[config.mk]
export PLATFORM = sky130hd
export DESIGN_NAME = tug_light_field
export DESIGN_NICKNAME = d
export VERILOG_FILES = /design/src/rtl/tug_light_field.sv
export SDC_FILE = /design/constraint.sdc
export NUM_CORES = 1
export LEC_CHECK = 0
export ABC_AREA = 1
export BUFFER_PORTS_ARGS = -buffer_cell sky130_fd_sc_hd__clkbuf_2
export CAP_MARGIN = 20
export CORE_ASPECT_RATIO = 0.6
export CORE_UTILIZATION = 40
export DETAILED_ROUTE_END_ITERATION = 12
export PLACE_DENSITY = 0.61
export RECOVER_POWER = 25
export SYNTH_ARGS = -nofsm -noshare
export SYNTH_HDL_FRONTEND = slang
export SYNTH_SLANG_ARGS = --single-unit
[constraint.sdc]
create_clock -name Clock -period 3.8 [get_ports Clock]
set_clock_uncertainty 0.05 [all_clocks]
set_input_delay 0.19 -clock Clock [delete_from_list [all_inputs] [get_ports Clock]]
set_output_delay 0.19 -clock Clock [all_outputs]
set_load 0.01 [all_outputs]
[src/rtl/tug_light_field.sv]
// Tug-of-war playfield driver: moves a single light along LEDR[9:1]
// according to player button presses. It also supplies the edge-light
// levels and the accepted-press pulses used by the win-detection block.
// Same-cycle presses cancel, a post-move lockout ignores new presses,
// and Freeze holds the whole playfield once the game is over.
module tug_light_field #(
    parameter int unsigned LOCKOUT = 4
) (
    input  logic       Clock,
    input  logic       Reset,
    input  logic       L,
    input  logic       R,
    input  logic       Freeze,
    output logic [8:0] LEDR,
    output logic       LPulse,
    output logic       RPulse,
    output logic       LED9,
    output logic       LED1,
    output logic       dbg_state   // 1 = LOCKED, 0 = IDLE
);

    // The counter is at least one bit wide, so LOCKOUT = 0 still elaborates.
    localparam int CW = (LOCKOUT > 0) ? $clog2(LOCKOUT + 1) : 1;
    localparam logic [CW-1:0] LOCK_LOAD = CW'(LOCKOUT);
    localparam logic [8:0]    CENTRE    = 9'b000010000;

    typedef enum logic {
        IDLE   = 1'b0,
        LOCKED = 1'b1
    } state_t;

    state_t        state_q,  state_d;
    logic [8:0]    ledr_q,   ledr_d;
    logic          lpulse_q, lpulse_d;
    logic          rpulse_q, rpulse_d;
    logic          l_d_q,    l_d_d;
    logic          r_d_q,    r_d_d;
    logic [CW-1:0] cnt_q,    cnt_d;

    logic lrise;
    logic rrise;
    logic can_accept;
    logic acc_l;
    logic acc_r;

    // Edge detection, acceptance and next light position / lockout count.
    always_comb begin
        // Button history follows the inputs every cycle, even while frozen
        // or locked out, so a button held across either never reads as a press.
        l_d_d = L;
        r_d_d = R;

        lrise = L & ~l_d_q;
        rrise = R & ~r_d_q;

        can_accept = ~Freeze & (cnt_q == '0);
        // Rises on both sides in the same cycle cancel each other.
        acc_l = can_accept & lrise & ~rrise;
        acc_r = can_accept & rrise & ~lrise;

        ledr_d   = ledr_q;
        lpulse_d = 1'b0;
        rpulse_d = 1'b0;
        cnt_d    = cnt_q;

        if (Freeze) begin
            // Game over: light and counter hold; pulses stay low.
            ledr_d = ledr_q;
            cnt_d  = cnt_q;
        end else if (acc_l) begin
            // Saturate at LED9; the win block decides what reaching it means.
            ledr_d   = ledr_q[8] ? ledr_q : (ledr_q << 1);
            lpulse_d = 1'b1;
            cnt_d    = LOCK_LOAD;
        end else if (acc_r) begin
            ledr_d   = ledr_q[0] ? ledr_q : (ledr_q >> 1);
            rpulse_d = 1'b1;
            cnt_d    = LOCK_LOAD;
        end else if (cnt_q != '0) begin
            // Rises seen while counting down are dropped, not queued.
            cnt_d = cnt_q - CW'(1);
        end

        state_d = (cnt_d != '0) ? LOCKED : IDLE;
    end

    // State, light, pulse and history registers; reset recentres the light.
    always_ff @(posedge Clock) begin
        if (Reset) begin
            state_q  <= IDLE;
            ledr_q   <= CENTRE;
            lpulse_q <= 1'b0;
            rpulse_q <= 1'b0;
            l_d_q    <= 1'b0;
            r_d_q    <= 1'b0;
            cnt_q    <= '0;
        end else begin
            state_q  <= state_d;
            ledr_q   <= ledr_d;
            lpulse_q <= lpulse_d;
            rpulse_q <= rpulse_d;
            l_d_q    <= l_d_d;
            r_d_q    <= r_d_d;
            cnt_q    <= cnt_d;
        end
    end

    assign LEDR      = ledr_q;
    assign LPulse    = lpulse_q;
    assign RPulse    = rpulse_q;
    assign LED9      = ledr_q[8];
    assign LED1      = ledr_q[0];
    assign dbg_state = (state_q == LOCKED);

    // The light must never vanish or split.
    always @(posedge Clock) begin
        if (!Reset) begin
            assert ($onehot(ledr_q))
            else $error("LEDR not one-hot: %b", ledr_q);
        end
    end

endmodule

==> impl_metrics.toml, run 1 <==
[run_status]
outcome = "finished clean"

[finish]
fillCellCount = 207
seq_area_um2 = 340
layout.nets = 154
multi_input_area_um2 = 450
syn_to_final_growth_pct = 14.7
n_antenna_cell = 0
drive_gt1_share_pct = 19.2

[synth]
ys_seq_area_share_pct = 38.1
yosysTopAreaCell = "dfxtp_1"
ys_ff_latch = 17
syn_area_per_cell_um2 = 6.98
ys_top_cells_by_area = "dfxtp_1, nand2_1, nor2_1"
synth.net_count = 135
synthDistinctLibCells = 20
synthCells = 128
ys_warn_count = 0
synth_top_area_share_pct = 38.1
syn-cell-area_um2 = 893

[critical_path]
arrival_ns = 1.75
crit_required_ns = 3.91
start_kind = "flop"
r2r_slack_ns = 2.15
reg2regPathDepth = 9
crit_fanout = 12
r2r_end = "LEDR[7]"
r2r-start = "cnt_q[0]"
cp-end-kind = "flop"
worst-setup-path-type = "flop to flop"

[clock_tree]
ctsHtreeMaxLevel = 1
cts.path.max_buffers = 2
post-cts-setup-buffers = 0
ctsResizeCount = 0
hold_buffers = 0
insertion_delay_ns = 0.25
clock_sinks = 17
cts_tree = "built"
clkTransAtPathRegs_ns = 0.06
numCtsBuffers = 3
root_buffer = "clkbuf_8"

[die]
die_w_um = 63.0
die_area_mm2 = 0.00243
dieHeight_um = 38.6
ios = 19
coreArea_mm2 = 0.00197
initial_utilization_pct = 45.4
num_rows = 12

[worst_hold_path]
hold_start = "L"
hold_class = "input port to flop"
holdPathStages = 3
worst_hold_path.endpoint = "l_d_q"

[place]
dp_hpwl_um = 1390
pre_cts_slack_ns = 2.17
finalWeightedCongestion = 0.774
io_buffers = 18

[route]
detail_route.wl_per_cell_um = 10.8
avgViaCountPerCell = 4.59
drtPass1Iterations = 4
routed_wl_um = 1880
drcViolationCount = 0
drt.antenna.violating_nets = 0
drtIter0Drc = 40
dr_total_vias = 798

[pwr]
irDropWorstVdd_v = 0.000302
p_per_area_mw_per_mm2 = 488
p_leak_nw = 0.504

[timing]
maxSlewViolCount = 0
period_minus_slack_ns = 1.65
fin_ws_ns = 2.15
final-hold-violation-count = 0
fin_setup_tns_ns = 0
finalSetupViolCount = 0
slew_headroom_pct = 77.8
worst_pin_slew_ns = 0.332
rsz0062_at_grt = "false"
period_share_pct = 43.4
max_freq_mhz = 607

[global_route]
grt_overflow_total = 0
grt_pass1_wl_um = 3300
grt_max_degree = 13
track_usage_pct = 18.8
first_global_vias = 682
antenna_found_initial = 0

[job]
cap_violations = 0
## flip-flops by register name, indices dropped and copies added (netlist names)
| register | cells |
|---|---|
| l_d_q | 1 |
| RPulse | 1 |
| LEDR | 9 |
| r_d_q | 1 |
| cnt_q | 3 |
| LPulse | 1 |
| dbg_state | 1 |
## kinds of logic (layout without fill, tap and decap cells)
kind of cell	after synthesis	count (layout)	share of synthesized area, %
XOR/XNOR	2	2	1.96
adder cells (fa/ha/maj)	2	2	2.80
AO/OA/AOI/OAI	12	12	6.72
AND/OR/NAND/NOR	72	72	38.9
buffers and inverters	23	41	11.5
flip-flops	17	17	38.1
## metal layers
layer	routed length (um)	share of wire [%]	up-vias	global-route usage [%]
li1	-	-	428	-
met1	980	52	333	26.9
met2	708	38	35	25.8
met3	179	9.5	2	7.06
met4	6	0.32	0	5.23
met5	0	0	-	0
## synthesized netlist by cell type
cell type	instances
nor2_8	1
ha_1	2
dfxtp_1	17
nor2_4	1
nand2_4	2
nand2_1	25
xor2_1	2
buf_4	2
inv_2	1
nor2_1	23
inv_1	15
nand2_2	6
o21ai_0	10
nand3_2	1
nand3_1	12
buf_6	1
buf_2	1
nor2_2	1
clkinv_1	3
a21oi_1	2
## per-stage QoR
stage	std cells	util [%]	hold slack, ns	area, um^2	power (mW)
2_1_floorplan	128	-	0.265	893	0.333
3_5_place_dp	170	50.2	0.381	987	0.367
3_3_place_gp	170	50.2	0.379	987	0.365
6_report	174	52.1	0.114	1020	0.500
5_1_grt	174	52.1	0.122	1020	0.535
4_1_cts	174	52.5	0.108	1030	0.506
## placed cells by master, fill, tap and decap left out
master,Yosys,routed
nor2_4,1,1
clkbuf_8,0,3
clkinv_1,3,3
xor2_1,2,2
nor2_8,1,1
ha_1,2,2
inv_1,15,15
nand3_1,12,12
nand3_2,1,1
nor2_2,1,1
dfxtp_1,17,17
clkbuf_2,0,12
a21oi_1,2,2
o21ai_0,10,10
inv_2,1,1
clkbuf_1,0,7
nand2_1,25,25
nand2_2,6,6
nand2_4,2,2
nor2_1,23,23
## worst max-delay path by stage
stage          slack [ns]  startpoint      end  cells past startpoint
3_5_place_dp         2.17    cnt_q[0]  LEDR[7]                      9
6_report             2.15    cnt_q[0]  LEDR[7]                      9
3_3_place_gp         2.24    cnt_q[0]  LEDR[7]                      9
2_1_floorplan        2.35    cnt_q[0]  LEDR[1]                     10
4_1_cts              2.15    cnt_q[0]  LEDR[7]                      9
5_1_grt              1.95    cnt_q[0]  LEDR[7]                      9
## critical path, stage by stage, from the launching register on
cell and delay, ns:
dfxtp_1 0.30, inv_1 0.10, ha_1 0.21, nand2_4 0.09
nor2_8 0.14, nand3_1 0.15, nand2_2 0.26, inv_1 0.09
nor2_1 0.09, nor2_1 0.05
## power breakdown
part           switching, mW  total [mW]  internal [mW]
clock                 0.0625       0.137         0.0746
combinational         0.0954       0.149         0.0537
sequential            0.0142       0.214          0.200
total                  0.172       0.500          0.328
## cell type report
type / instances / share of cell area (%)
Multi-Input combinational cell: 88 / 44.0
Sequential cell: 17 / 33.2
Timing Repair Buffer: 18 / 8.06
Inverter: 19 / 6.96
Clock buffer: 4 / 4.40
Tap cell: 28 / 3.42
Power figures use the tool's default switching activity.
==> run 2, diff against run 1 <==
Clock period 3.8 ns to 1.7 ns, I/O delays scaled along.
==> run 2 against run 1 <==
Net effect: routed wire length rose by 2.0%; global-route usage is 1.9 points lower; via count up 2.6%; flip-flop and latch count did not move; combinational power rose by 130%; clock power rose by 120%.
==> impl_metrics.toml, run 2 (synthesis gave the netlist of run 1 again) <==
[run_status]
outcome = "finished clean"

[place]
finalWeightedCongestion = 0.784
pre_cts_slack_ns = 0.0832
placed_area_um2 = 995
dp_hpwl_um = 1400
dp.cells = 171
io_buffers = 18

[critical_path]
start_kind = "flop"
cp-end-kind = "flop"
r2r_slack_ns = 0.16
worst-setup-path-type = "flop to flop"
crit_required_ns = 1.80
arrival_ns = 1.63
crit_fanout = 10

[timing]
fin_ws_ns = 0.163
worst_pin_slew_ns = 0.317
final-hold-violation-count = 0
maxSlewViolCount = 0
holdWs_ns = 0.0112
finalSetupViolCount = 0
slew_headroom_pct = 78.8
max_freq_mhz = 650
fin_setup_tns_ns = 0
period_share_pct = 90.4
rsz0062_at_grt = "false"
period_minus_slack_ns = 1.54

[pwr]
finalPower_mw = 1.12
irDropWorstVdd_v = 0.000452
pwr-share-seq_pct = 42.8
p_leak_nw = 0.514
swShare_pct = 34.0
p_int_mw = 0.737
p_clk_share_pct = 26.6
combPwrFrac_pct = 30.6
p_per_area_mw_per_mm2 = 1060
p_sw_mw = 0.381

[clock_tree]
numCtsBuffers = 3
cts.path.max_buffers = 2
insertion_delay_ns = 0.25
clock_sinks = 17
ctsHtreeMaxLevel = 1
clkTransAtPathRegs_ns = 0.06
cts_tree = "built"
root_buffer = "clkbuf_8"
hold_buffers = 0

[finish]
design_area_mm2 = 0.00105
syn_to_final_growth_pct = 17.5
final_util_pct = 53.4
stdcell_count = 176
fillCellCount = 205
final_common_cell = "nand2_1"
drive_gt1_share_pct = 21.6
layout_common_cells = "nand2_1, nor2_1, dfxtp_1"
largest_reg_flops = 9
n_antenna_cell = 0
layout.nets = 156

[die]
die_area_mm2 = 0.00243
coreArea_mm2 = 0.00197
die_w_um = 63.0
initial_utilization_pct = 45.4
ios = 19
dieHeight_um = 38.6
num_rows = 12

[global_route]
grt_pass1_wl_um = 3020
grt_overflow_total = 0
track_usage_pct = 16.9
antenna_found_initial = 0
grt_max_degree = 13
first_global_vias = 634

[route]
drtPass1Iterations = 4
drtIter0Drc = 43
drcViolationCount = 0
drt.antenna.violating_nets = 0
dr_total_vias = 819
avgViaCountPerCell = 4.65
detail_route.wl_per_cell_um = 10.9
routed_wl_um = 1910

[job]
cap_violations = 0

[worst_hold_path]
hold_class = "input port to flop"
run 2: cell count changes in the layout (fill, tap and decap cells not counted):
cell and delta:
clkbuf_1 -1, clkbuf_2 +1, buf_4 +1, nand2_4 +1, nand3_2 +1, nand3_1 -1
run 2: critical path, cell delays in order, from the launching register on:
cell,delay (ns)
dfxtp_1,0.30
inv_1,0.10
ha_1,0.20
nand2_4,0.08
nor2_8,0.15
nand2_4,0.11
nand2_2,0.14
nand2_2,0.12
nor2_1,0.12
nor2_1,0.05
run 2: final timing paths:
| kind | startpoint | endpoint | cells past startpoint |
|---|---|---|---|
| max | cnt_q[0] | LEDR[5] | 9 |
| min reg2reg | LEDR[1] | LEDR[0] | 2 |
| min | R | r_d_q | 3 |
| max reg2reg | cnt_q[0] | LEDR[5] | 9 |
run 2: timing repair:
item,CTS,global route
endpoints found under the setup margin,0,6
setup buffers,0,0
resized for setup,0,2
run 2: power by group through the flow:
| stage | Combinational [mW] | Sequential (mW) | Clock (mW) |
|---|---|---|---|
| after floorplan | 0.247 | 0.497 | 0 |
| after global placement | 0.333 | 0.486 | 0 |
| after detailed placement | 0.333 | 0.488 | 0 |
| after CTS | 0.335 | 0.479 | 0.312 |
| after global routing | 0.387 | 0.485 | 0.325 |
| final | 0.342 | 0.479 | 0.298 |
run 2: layout make-up:
| cell class | instances | area [um^2] | area share (%) |
|---|---|---|---|
| repair buffers | 19 | 91.3 | 8.70 |
| inverters | 19 | 71.3 | 6.79 |
| multi-input cells | 89 | 467 | 44.5 |
| flip-flops and latches | 17 | 340 | 32.4 |
| well taps | 28 | 35.0 | 3.34 |
| clock buffers | 4 | 45.0 | 4.29 |
run 2: layer usage:
| metal | track usage [%] | routed length [um] | vias up |
|---|---|---|---|
| met5 | 0 | 0 | - |
| met4 | 1.74 | 0 | 0 |
| met3 | 5.29 | 107 | 0 |
| met2 | 24.7 | 744 | 29 |
| met1 | 24.6 | 1060 | 358 |
| li1 | - | - | 432 |
==> run 3, diff against run 2 <==
Settings changed: CELL_PAD_IN_SITES_DETAIL_PLACEMENT set to 1, CELL_PAD_IN_SITES_GLOBAL_PLACEMENT set to 1, CORE_UTILIZATION 40 to 36, PLACE_DENSITY 0.61 to 0.74.
==> run 3 against run 2 <==
Net effect: worst setup slack lost 0.020 ns; clock power grew 5%; maximum frequency shrank 1.3%; sequential power is essentially flat; core utilization shrank 6.5 points; register-to-register slack lost 0.02 ns; non-clock buffer count is the same; critical path depth grew 1; final cell count grew 0.57%; first-iteration DRC count shrank 40%; combinational power is essentially flat.
==> impl_metrics.toml, run 3 (synthesis gave the netlist of run 1 again) <==
[critical_path]
critPathBufInv = 1
crit_fanout = 12
setup.worst_path.start = "cnt_q[0]"
arrival_ns = 1.70
crit_path_frequent_cell = "nand2_4"
crit_chain = "inv_1, ha_2, nand2_4, nor2_8, nand2_4, nand2_2, nand2_4, nand2_1, nand2_1, nor2_1"
cp_top_family = "simple AND/OR/NAND/NOR gates"
start_kind = "flop"
crit_required_ns = 1.85
r2r-start = "cnt_q[0]"
cp_slowest_cell = "dfxtp_1"
cp-end-kind = "flop"
worst-setup-path-type = "flop to flop"
critPathMaxStageDelay_ns = 0.30

[timing]
rsz0062_at_grt = "false"
finalSetupViolCount = 0
holdWs_ns = 0.00778
worst_pin_slew_ns = 0.333
maxSlewViolCount = 0
final-hold-violation-count = 0
period_share_pct = 91.6
slew_headroom_pct = 77.7
period_minus_slack_ns = 1.56
fin_ws_ns = 0.143
fin_setup_tns_ns = 0
max_freq_mhz = 642

[finish]
layout_common_cells = "nand2_1, nor2_1, dfxtp_1"
largest_reg_flops = 9
final_common_cell = "nand2_1"
syn_to_final_growth_pct = 17.6
fillCellCount = 314
design_area_mm2 = 0.00105
drive_gt1_share_pct = 22.4
layout.nets = 155
stdcell_count = 177
n_antenna_cell = 0

[die]
coreArea_mm2 = 0.00224
num_rows = 13
die_w_um = 66.3
initial_utilization_pct = 39.8
dieHeight_um = 40.6
ios = 19
die_area_mm2 = 0.00269

[place]
dp.cells = 173
placed_area_um2 = 997
io_buffers = 18
dp_hpwl_um = 1660
finalWeightedCongestion = 0.789
pre_cts_slack_ns = 0.0304

[route]
avgViaCountPerCell = 4.62
drt.antenna.violating_nets = 0
drtPass1Iterations = 4
routed_wl_um = 2170
drcViolationCount = 0
detail_route.wl_per_cell_um = 12.2
drtIter0Drc = 26
dr_total_vias = 818

[global_route]
grt_max_degree = 13
grt_pass1_wl_um = 3290
first_global_vias = 670
grt_overflow_total = 0
track_usage_pct = 18.4
antenna_found_initial = 0

[clock_tree]
clock_sinks = 17
cts.path.max_buffers = 2
insertion_delay_ns = 0.26
root_buffer = "clkbuf_8"
clkTransAtPathRegs_ns = 0.07
ctsHtreeMaxLevel = 1
numCtsBuffers = 3
cts_tree = "built"

[pwr]
swShare_pct = 35.3
p_per_area_mw_per_mm2 = 1080
pwr-share-seq_pct = 42.3
combPwrFrac_pct = 30.1
p_leak_nw = 0.511
p_int_mw = 0.734
p_clk_share_pct = 27.6
irDropWorstVdd_v = 0.000545
p_sw_mw = 0.400

[worst_hold_path]
hold_class = "input port to flop"
hold_start = "R"

[job]
cap_violations = 0

[run_status]
outcome = "finished clean"
[run 3: cell count changes in the layout (fill, tap and decap cells not counted), sizes merged]
cell,before,now
clkbuf,22,21
clkinv,3,4
nand2,34,33
[run 3: layout make-up]
type                       count  area, um^2  share of cell area (%)
clock buffer                   3        41.3                    3.93
clock inverter                 1        5.00                   0.476
inverter                      19        71.3                    6.79
multi-input combinational     88         465                    44.3
sequential                    17         340                    32.4
tap                           30        37.5                    3.57
timing repair buffer          19        90.1                    8.57
[run 3: timing repair]
action	4_1_cts	5_1_grt
hold buffers	0	0
resized for setup	0	4
endpoints found under the setup margin	0	8
buffers inserted	0	0
[run 3: power groups by stage]
stage / clock network [mW] / registers (mW) / logic [mW]
floorplan: 0 / 0.497 / 0.247
global placement: 0 / 0.487 / 0.334
detailed placement: 0 / 0.489 / 0.341
CTS: 0.325 / 0.480 / 0.344
global route: 0.353 / 0.485 / 0.388
finish: 0.313 / 0.480 / 0.341
[run 3: worst min-delay path, cell delays in order]
cell and delay, ns:
clkbuf_2 0.09, inv_1 0.06, nor2_1 0.04
[run 3: metal layers]
metal	share of wire [%]	GRT usage (%)	vias up
met5	0	0	-
met4	1.8	9.57	0
met3	4.7	6.82	4
met2	40	26.0	18
met1	54	24.5	368
li1	-	-	428
[run 3: worst paths after layout]
check	end	slack, ns	cells after the start
max	LEDR[6]	0.14	10
min	r_d_q	0.008	3
max reg2reg	LEDR[6]	0.14	10
min reg2reg	LEDR[0]	0.46	2
[run 3: per-stage QoR]
stage	utilization, %	total power [mW]
finish	46.8	1.13
detailed placement	44.4	0.829
CTS	46.5	1.15
floorplan	-	0.744
global route	46.8	1.23
global placement	44.4	0.822
